==> src/rtl/lcd_arb_pkg.sv <==
// Shared types and constants for the LCD frame arbiter: FSM state encoding,
// byte width and default frame/gap sizing.
package lcd_arb_pkg;

  typedef enum logic [1:0] {
    IDLE = 2'd0,
    XFER = 2'd1,
    GAP  = 2'd2
  } arb_state_t;

  localparam int BYTE_W          = 8;
  localparam int DEF_FRAME_BYTES = 1024;
  localparam int DEF_GAP_CYCLES  = 16;

  // Width of a source index; a single-source build still needs one bit.
  function automatic int idx_w(input int n);
    return (n > 1) ? $clog2(n) : 1;
  endfunction

endpackage

==> src/rtl/lcd_frame_arbiter_if.sv <==
// Byte-stream bundle between the frame sources, the arbiter and LCD_control.
// A byte moves on any cycle where its valid and ready are both high; ready is
// combinational from the arbiter and valid must not depend on ready.
interface lcd_frame_arbiter_if #(
  parameter int NSRC = 2
);
  import lcd_arb_pkg::*;

  logic [NSRC-1:0]        src_req;
  logic [BYTE_W*NSRC-1:0] src_data;
  logic [NSRC-1:0]        src_valid;
  logic [NSRC-1:0]        src_ready;
  logic [NSRC-1:0]        src_done;
  logic [BYTE_W-1:0]      lcd_data;
  logic                   lcd_valid;
  logic                   lcd_ready;

  modport master (
    output src_req, src_data, src_valid, lcd_ready,
    input  src_ready, src_done, lcd_data, lcd_valid
  );

  modport slave (
    input  src_req, src_data, src_valid, lcd_ready,
    output src_ready, src_done, lcd_data, lcd_valid
  );

endinterface

==> src/rtl/lcd_rr_pick.sv <==
// Combinational round-robin picker: first requester strictly after the
// last owner, wrapping around the source vector.
module lcd_rr_pick
  import lcd_arb_pkg::*;
#(
  parameter  int NSRC  = 2,
  localparam int IDX_W = idx_w(NSRC)
) (
  input  logic [NSRC-1:0]  req,
  input  logic [IDX_W-1:0] last,
  output logic [NSRC-1:0]  pick,
  output logic [IDX_W-1:0] pick_idx,
  output logic             any
);

  always_comb begin
    pick     = '0;
    pick_idx = '0;
    any      = 1'b0;
    for (int k = 1; k <= NSRC; k++) begin
      if (!any && req[(int'(last) + k) % NSRC]) begin
        any                            = 1'b1;
        pick[(int'(last) + k) % NSRC]  = 1'b1;
        pick_idx                       = IDX_W'((int'(last) + k) % NSRC);
      end
    end
  end

endmodule

==> src/rtl/lcd_frame_arbiter.sv <==
// Frame-atomic round-robin arbiter sharing the LCD_control byte stream.
// Optional per-source completed-frame counters: define LCD_ARB_FRAME_CNT_EN.
module lcd_frame_arbiter
  import lcd_arb_pkg::*;
#(
  parameter int NSRC        = 2,
  parameter int FRAME_BYTES = DEF_FRAME_BYTES,
  parameter int GAP_CYCLES  = DEF_GAP_CYCLES,
  parameter int CNT_W       = 10
) (
  input  logic                clk,
  input  logic                rst_n,
  lcd_frame_arbiter_if.slave  bus,
  output logic [NSRC-1:0]     grant,
  output logic                busy,
`ifdef LCD_ARB_FRAME_CNT_EN
  output logic [8*NSRC-1:0]   frame_cnt,
`endif
  output arb_state_t          state_dbg
);

  localparam int IDX_W = idx_w(NSRC);
  localparam int GAP_W = $clog2(GAP_CYCLES + 1);
  localparam logic [CNT_W-1:0] LAST_BYTE = CNT_W'(FRAME_BYTES - 1);
  localparam logic [GAP_W-1:0] LAST_GAP  = GAP_W'(GAP_CYCLES - 1);

  arb_state_t        state;
  logic [IDX_W-1:0]  owner;
  logic [IDX_W-1:0]  rr_ptr;
  logic [IDX_W-1:0]  pick_idx;
  logic [NSRC-1:0]   pick;
  logic              any_req;
  logic [NSRC-1:0]   done_q;
  logic [CNT_W-1:0]  byte_cnt;
  logic [GAP_W-1:0]  gap_cnt;
  logic              in_xfer;
  logic              accept;

  lcd_rr_pick #(.NSRC(NSRC)) u_pick (
    .req      (bus.src_req),
    .last     (rr_ptr),
    .pick     (pick),
    .pick_idx (pick_idx),
    .any      (any_req)
  );

  // Zero-latency datapath; everything is held at zero outside XFER.
  assign in_xfer       = (state == XFER);
  assign bus.lcd_data  = in_xfer ? bus.src_data[owner*BYTE_W +: BYTE_W] : '0;
  assign bus.lcd_valid = in_xfer && grant[owner] && bus.src_valid[owner];
  assign bus.src_ready = (in_xfer && bus.lcd_ready) ? grant : '0;
  assign bus.src_done  = done_q;
  assign accept        = bus.lcd_valid && bus.lcd_ready;
  assign state_dbg     = state;

  always_ff @(posedge clk) begin
    if (!rst_n) begin
      state    <= IDLE;
      grant    <= '0;
      owner    <= '0;
      rr_ptr   <= IDX_W'(NSRC - 1);
      byte_cnt <= '0;
      gap_cnt  <= '0;
      done_q   <= '0;
      busy     <= 1'b0;
    end else begin
      done_q <= '0;
      case (state)
        IDLE: begin
          if (any_req) begin
            state    <= XFER;
            grant    <= pick;
            owner    <= pick_idx;
            byte_cnt <= '0;
            busy     <= 1'b1;
          end
        end
        XFER: begin
          // Requests are not looked at here: a started frame always completes.
          if (accept) begin
            if (byte_cnt == LAST_BYTE) begin
              state   <= GAP;
              grant   <= '0;
              done_q  <= grant;
              rr_ptr  <= owner;
              gap_cnt <= '0;
            end else begin
              byte_cnt <= byte_cnt + 1'b1;
            end
          end
        end
        GAP: begin
          if (gap_cnt == LAST_GAP) begin
            state   <= IDLE;
            busy    <= 1'b0;
            gap_cnt <= '0;
          end else begin
            gap_cnt <= gap_cnt + 1'b1;
          end
        end
        default: begin
          state <= IDLE;
          grant <= '0;
          busy  <= 1'b0;
        end
      endcase
    end
  end

`ifdef LCD_ARB_FRAME_CNT_EN
  always_ff @(posedge clk) begin
    if (!rst_n) begin
      frame_cnt <= '0;
    end else begin
      for (int i = 0; i < NSRC; i++) begin
        if (done_q[i]) frame_cnt[i*8 +: 8] <= frame_cnt[i*8 +: 8] + 8'd1;
      end
    end
  end
`endif

endmodule
==> src/flat_wrapper.sv <==
// flat-port wrapper written by rule: the top's interface ports become plain ports
module lcd_frame_arbiter_flat import lcd_arb_pkg::*;
#(
  parameter int NSRC        = 2,
  parameter int FRAME_BYTES = DEF_FRAME_BYTES,
  parameter int GAP_CYCLES  = DEF_GAP_CYCLES,
  parameter int CNT_W       = 10
)
  (clk, rst_n, grant, busy, state_dbg, bus_src_req, bus_src_data, bus_src_valid, bus_lcd_ready, bus_src_ready, bus_src_done, bus_lcd_data, bus_lcd_valid);
  lcd_frame_arbiter_if #(.NSRC(NSRC)) bus_i ();
  input  logic clk;
  input  logic rst_n;
  output logic [NSRC-1:0] grant;
  output logic busy;
  output arb_state_t state_dbg;
  input wire logic [$bits(bus_i.src_req)-1:0] bus_src_req;
  input wire logic [$bits(bus_i.src_data)-1:0] bus_src_data;
  input wire logic [$bits(bus_i.src_valid)-1:0] bus_src_valid;
  input wire logic [$bits(bus_i.lcd_ready)-1:0] bus_lcd_ready;
  output wire logic [$bits(bus_i.src_ready)-1:0] bus_src_ready;
  output wire logic [$bits(bus_i.src_done)-1:0] bus_src_done;
  output wire logic [$bits(bus_i.lcd_data)-1:0] bus_lcd_data;
  output wire logic [$bits(bus_i.lcd_valid)-1:0] bus_lcd_valid;
  assign bus_i.src_req = bus_src_req;
  assign bus_i.src_data = bus_src_data;
  assign bus_i.src_valid = bus_src_valid;
  assign bus_i.lcd_ready = bus_lcd_ready;
  assign bus_src_ready = bus_i.src_ready;
  assign bus_src_done = bus_i.src_done;
  assign bus_lcd_data = bus_i.lcd_data;
  assign bus_lcd_valid = bus_i.lcd_valid;
  lcd_frame_arbiter #(.NSRC(NSRC), .FRAME_BYTES(FRAME_BYTES), .GAP_CYCLES(GAP_CYCLES), .CNT_W(CNT_W)) u_core (.clk(clk), .rst_n(rst_n), .bus(bus_i), .grant(grant), .busy(busy), .state_dbg(state_dbg));
endmodule
==> config.mk <==
export PLATFORM = sky130hd
export DESIGN_NAME = lcd_frame_arbiter_flat
export DESIGN_NICKNAME = d
export VERILOG_FILES = /design/src/rtl/lcd_arb_pkg.sv /design/src/rtl/lcd_frame_arbiter_if.sv /design/src/rtl/lcd_rr_pick.sv /design/src/rtl/lcd_frame_arbiter.sv /design/src/flat_wrapper.sv
export SDC_FILE = /design/constraint.sdc
export NUM_CORES = 1
export LEC_CHECK = 0
export ABC_AREA = 0
export CAP_MARGIN = 20
export CORE_MARGIN = 4
export CORE_UTILIZATION = 40
export DETAILED_ROUTE_END_ITERATION = 8
export PLACE_DENSITY = 0.69
export SLEW_MARGIN = 10
export SYNTH_ARGS = -nofsm -noshare
export SYNTH_HDL_FRONTEND = slang
export SYNTH_HIERARCHICAL = 1
export SYNTH_SLANG_ARGS = --single-unit
==> constraint.sdc <==
create_clock -name clk -period 2.2 [get_ports clk]
set_input_delay 0.44 -clock clk [delete_from_list [all_inputs] [get_ports clk]]
set_output_delay 0.44 -clock clk [all_outputs]
set_load 0.02 [all_outputs]
==> reports/metrics.csv <==
stage;metric;value;unit
route;Antenna Nets Post-Route;0;
setup_path;WS Path Type;in -> out;
global_route;gr ovfl total;0;
clocking;Clock Sinks;24;
clocking;Worst-Skew Late Latency;330;ps
job;Max Cap Viol;0;
timing;Slew Limit Headroom;68.8;%
yosys;number of flops mapped to enable cells by yosys;0;
yosys;unique cell type count in the Yosys netlist;44;
cells_and_area;# fillers;313;
pwr;P per Cell Area;472;nW/um2
placement;pre-CTS WS;-163;ps
timing;Fmax achieved;0.483;GHz
global_route;initial antenna violation count;0;
placement;DP Area;1980;um2
setup_path;crit path to;bus_lcd_valid;
pwr;Static Leakage;0.802;nW
timing;setup violators final;0;
setup_path;RR Startpoint;u_core/byte_cnt[0]$_SDFFE_PN0P_;
timing;Worst Skew;11.9;ps
global_route;first-pass GRT wire length;7040;um
yosys;Cell Area, Synth;1440;um2
route;DR pass1 iterations;4;
yosys;Syn. warnings;6;
global_route;largest net degree at the start of global routing;15;
clocking;CTS tree;built;
route;DRT iter0 DRCs;78;
placement;I/O Buffers;40;
clocking;deepest clock path buffer count;2;
die;IO Pins;41;
setup_path;reg-to-reg setup timing slack;230;ps
pwr;Design Power;0.959;mW
die;die area;4610;um2
die;Core Area;3390;um2
clocking;Inserted Clock Buffers;3;
cells_and_area;Reg area;482;um2
setup_path;Worst Setup Start Kind;input pin;
cells_and_area;multi-input logic area;916;um2
yosys;post-synthesis async set-or-reset flop share;0;%
pwr;Worst VDD drop;319;uV
clocking;Hold Buf Count CTS;0;
clocking;CTS root buffer;clkbuf_4;
yosys;syn avg cell area;8.30;um2
die;chip width;67.9;um
global_route;GR Util All Layers;19.7;%
setup_path;largest fanout on the critical path;2;
setup_path;Reg2Reg Depth;5;
yosys;synthesized net count;198;
clocking;clk slew on worst S/H paths;150;ps
timing;min Tclk post-route;2070;ps
clocking;CTS H-tree depth;1;
cells_and_area;Final Instance Area;2030;um2
setup_path;R2R Path End;u_core/bus.src_done[1]$_SDFF_PN0_;
route;Wirelength per Cell;15.8;um
cells_and_area;final net count;251;
cells_and_area;Area Overhead vs Synth;41.6;%
route;total wire length;4280;um
global_route;number of global-route vias before repair;1548;
die;Die Ht;67.9;um
die;Rows;21;
yosys;flops & latches, synth;24;
cells_and_area;diode count;0;
cells_and_area;commonest non-fill, non-tap cell in the layout;clkdlybuf4s50_1;
placement;last weighted congestion value of the routability-driven placer;0.843;
yosys;Seq/Total Area, Yosys;33.4;%
yosys;Most used DFF post-synth;dfxtp_1;
timing;unrepaired setup endpoints after global routing;false;
cells_and_area;fin util;60.0;%
placement;Placed Cells incl. Taps;267;
min_path;min-delay worst type;reg -> reg;
setup_path;WP data arrival;1630;ps
die;Initial Util;42.4;%
timing;worst-margin pin slew;468;ps
route;Post-route DRC;0;
timing;setup ws final;129;ps
timing;final hold vios;0;
placement;detailed placement HPWL;3260;um
route;via-per-instance ratio;5.74;
cells_and_area;final cell count without fillers;271;
setup_path;Setup crit start;bus_src_valid[0];
status;status;finished, final reports clean;
timing;final slew viol count;0;
clocking;setup bufs post-CTS;0;
yosys;Post-Syn Instances;173;
cells_and_area;commonest non-fill, non-tap cells in the layout;clkdlybuf4s50_1 (29), dfxtp_1 (23), buf_4 (16);
setup_path;WP data required;1760;ps
cells_and_area;layout cells sized above 1;13.3;%
setup_path;Critical Path Sink Type;primary output;
route;routed via count;1556;
timing;part of the cycle the worst path needs;94.1;%
critical path, stage by stage:
cell and delay, ps:
clkdlybuf4s50_1 510, nand3b_4 80, and2_1 180, nor2_1 80
dlygate4sd2_1 340
final cells by class:
class	instances	share of cell area [%]
Inverter	3	0.554
Sequential cell	24	23.7
Timing Repair Buffer	56	25.3
Clock buffer	3	1.11
Clock inverter	1	1.48
Tap cell	46	2.83
Multi-Input combinational cell	138	45.0
through the flow:
stage                     hold WS (ps)  setup TNS [ps]
after detailed placement           470            -163
final                              493               0
after global routing               525               0
after CTS                          494               0
after global placement             448            -111
after floorplan                    437               0
kinds of logic (layout without fill, tap and decap cells):
group / after synthesis / after routing / synth area share (%)
AO/OA/AOI/OAI: 50 / 50 / 23.8
adder cells (fa/ha/maj): 2 / 2 / 1.74
buffers and inverters: 11 / 63 / 3.14
flip-flops: 24 / 24 / 33.4
multiplexers: 10 / 10 / 6.97
AND/OR/NAND/NOR: 76 / 76 / 30.9
sequential cells by signal, indices dropped and copies added, names as in the netlist:
signal and count:
u_core/rr_ptr 1, u_core/grant 2, u_core/byte_cnt 10, u_core/owner 1, u_core/busy 1, u_core/state_dbg 2
u_core/bus.src_done 2, u_core/gap_cnt 5
Yosys cell counts (2+ instances only):
library cell | number | area [um2]
a21boi_0 | 2 | 15.0
buf_1 | 2 | 7.51
and3_1 | 4 | 25.0
nand3b_4 | 2 | 40.0
nor3_2 | 2 | 20.0
clkbuf_1 | 3 | 11.3
or3_1 | 2 | 12.5
ha_1 | 2 | 25.0
o22ai_1 | 4 | 25.0
inv_1 | 3 | 11.3
o2111a_1 | 2 | 22.5
nand2_1 | 13 | 48.8
nand4_1 | 6 | 37.5
nor2b_1 | 5 | 31.3
mux2i_1 | 10 | 100
buf_2 | 3 | 15.0
dfxtp_1 | 24 | 480
a21oi_1 | 9 | 45.0
o311ai_0 | 2 | 17.5
o21a_1 | 2 | 15.0
o211ai_1 | 9 | 67.6
nor2_1 | 14 | 52.6
nand3_1 | 10 | 50.1
and2_1 | 3 | 18.8
o21ai_0 | 6 | 30.0
a31oi_1 | 6 | 37.5
nand2b_1 | 6 | 37.5
how the worst min path moves through the flow:
stage	from	to	slack (ps)	cells past startpoint
2_1_floorplan	u_core/gap_cnt[4]$_SDFFE_PN0P_	u_core/gap_cnt[4]$_SDFFE_PN0P_	440	1
3_3_place_gp	u_core/gap_cnt[4]$_SDFFE_PN0P_	u_core/gap_cnt[4]$_SDFFE_PN0P_	450	1
3_5_place_dp	u_core/gap_cnt[4]$_SDFFE_PN0P_	u_core/gap_cnt[4]$_SDFFE_PN0P_	470	1
4_1_cts	u_core/gap_cnt[4]$_SDFFE_PN0P_	u_core/gap_cnt[4]$_SDFFE_PN0P_	490	1
5_1_grt	u_core/gap_cnt[4]$_SDFFE_PN0P_	u_core/gap_cnt[4]$_SDFFE_PN0P_	520	1
6_report	u_core/gap_cnt[4]$_SDFFE_PN0P_	u_core/gap_cnt[4]$_SDFFE_PN0P_	490	1
report_power, final:
| part | internal [mW] | switching, mW | total [mW] |
|---|---|---|---|
| Combinational | 0.0924 | 0.0856 | 0.178 |
| Clock | 0.184 | 0.148 | 0.332 |
| Sequential | 0.441 | 0.00759 | 0.449 |
| Total | 0.718 | 0.241 | 0.959 |
layer usage:
| layer | global-route usage, % | vias to the layer above | part of all wire, % |
|---|---|---|---|
| met3 | 2.79 | 6 | 5.6 |
| met1 | 23.1 | 726 | 42 |
| met2 | 36.6 | 65 | 52 |
| li1 | - | 759 | - |
| met5 | 0 | - | 0 |
| met4 | 5.96 | 0 | 0.40 |
timing repair:
| item | 4_1_cts | 5_1_grt |
|---|---|---|
| endpoints found under the setup margin | 11 | 2 |
| gates resized for setup | 12 | 2 |
| endpoints found under the hold margin | 0 | 0 |
| pin swaps | 0 | 0 |
(Power assumes the default switching activity.)
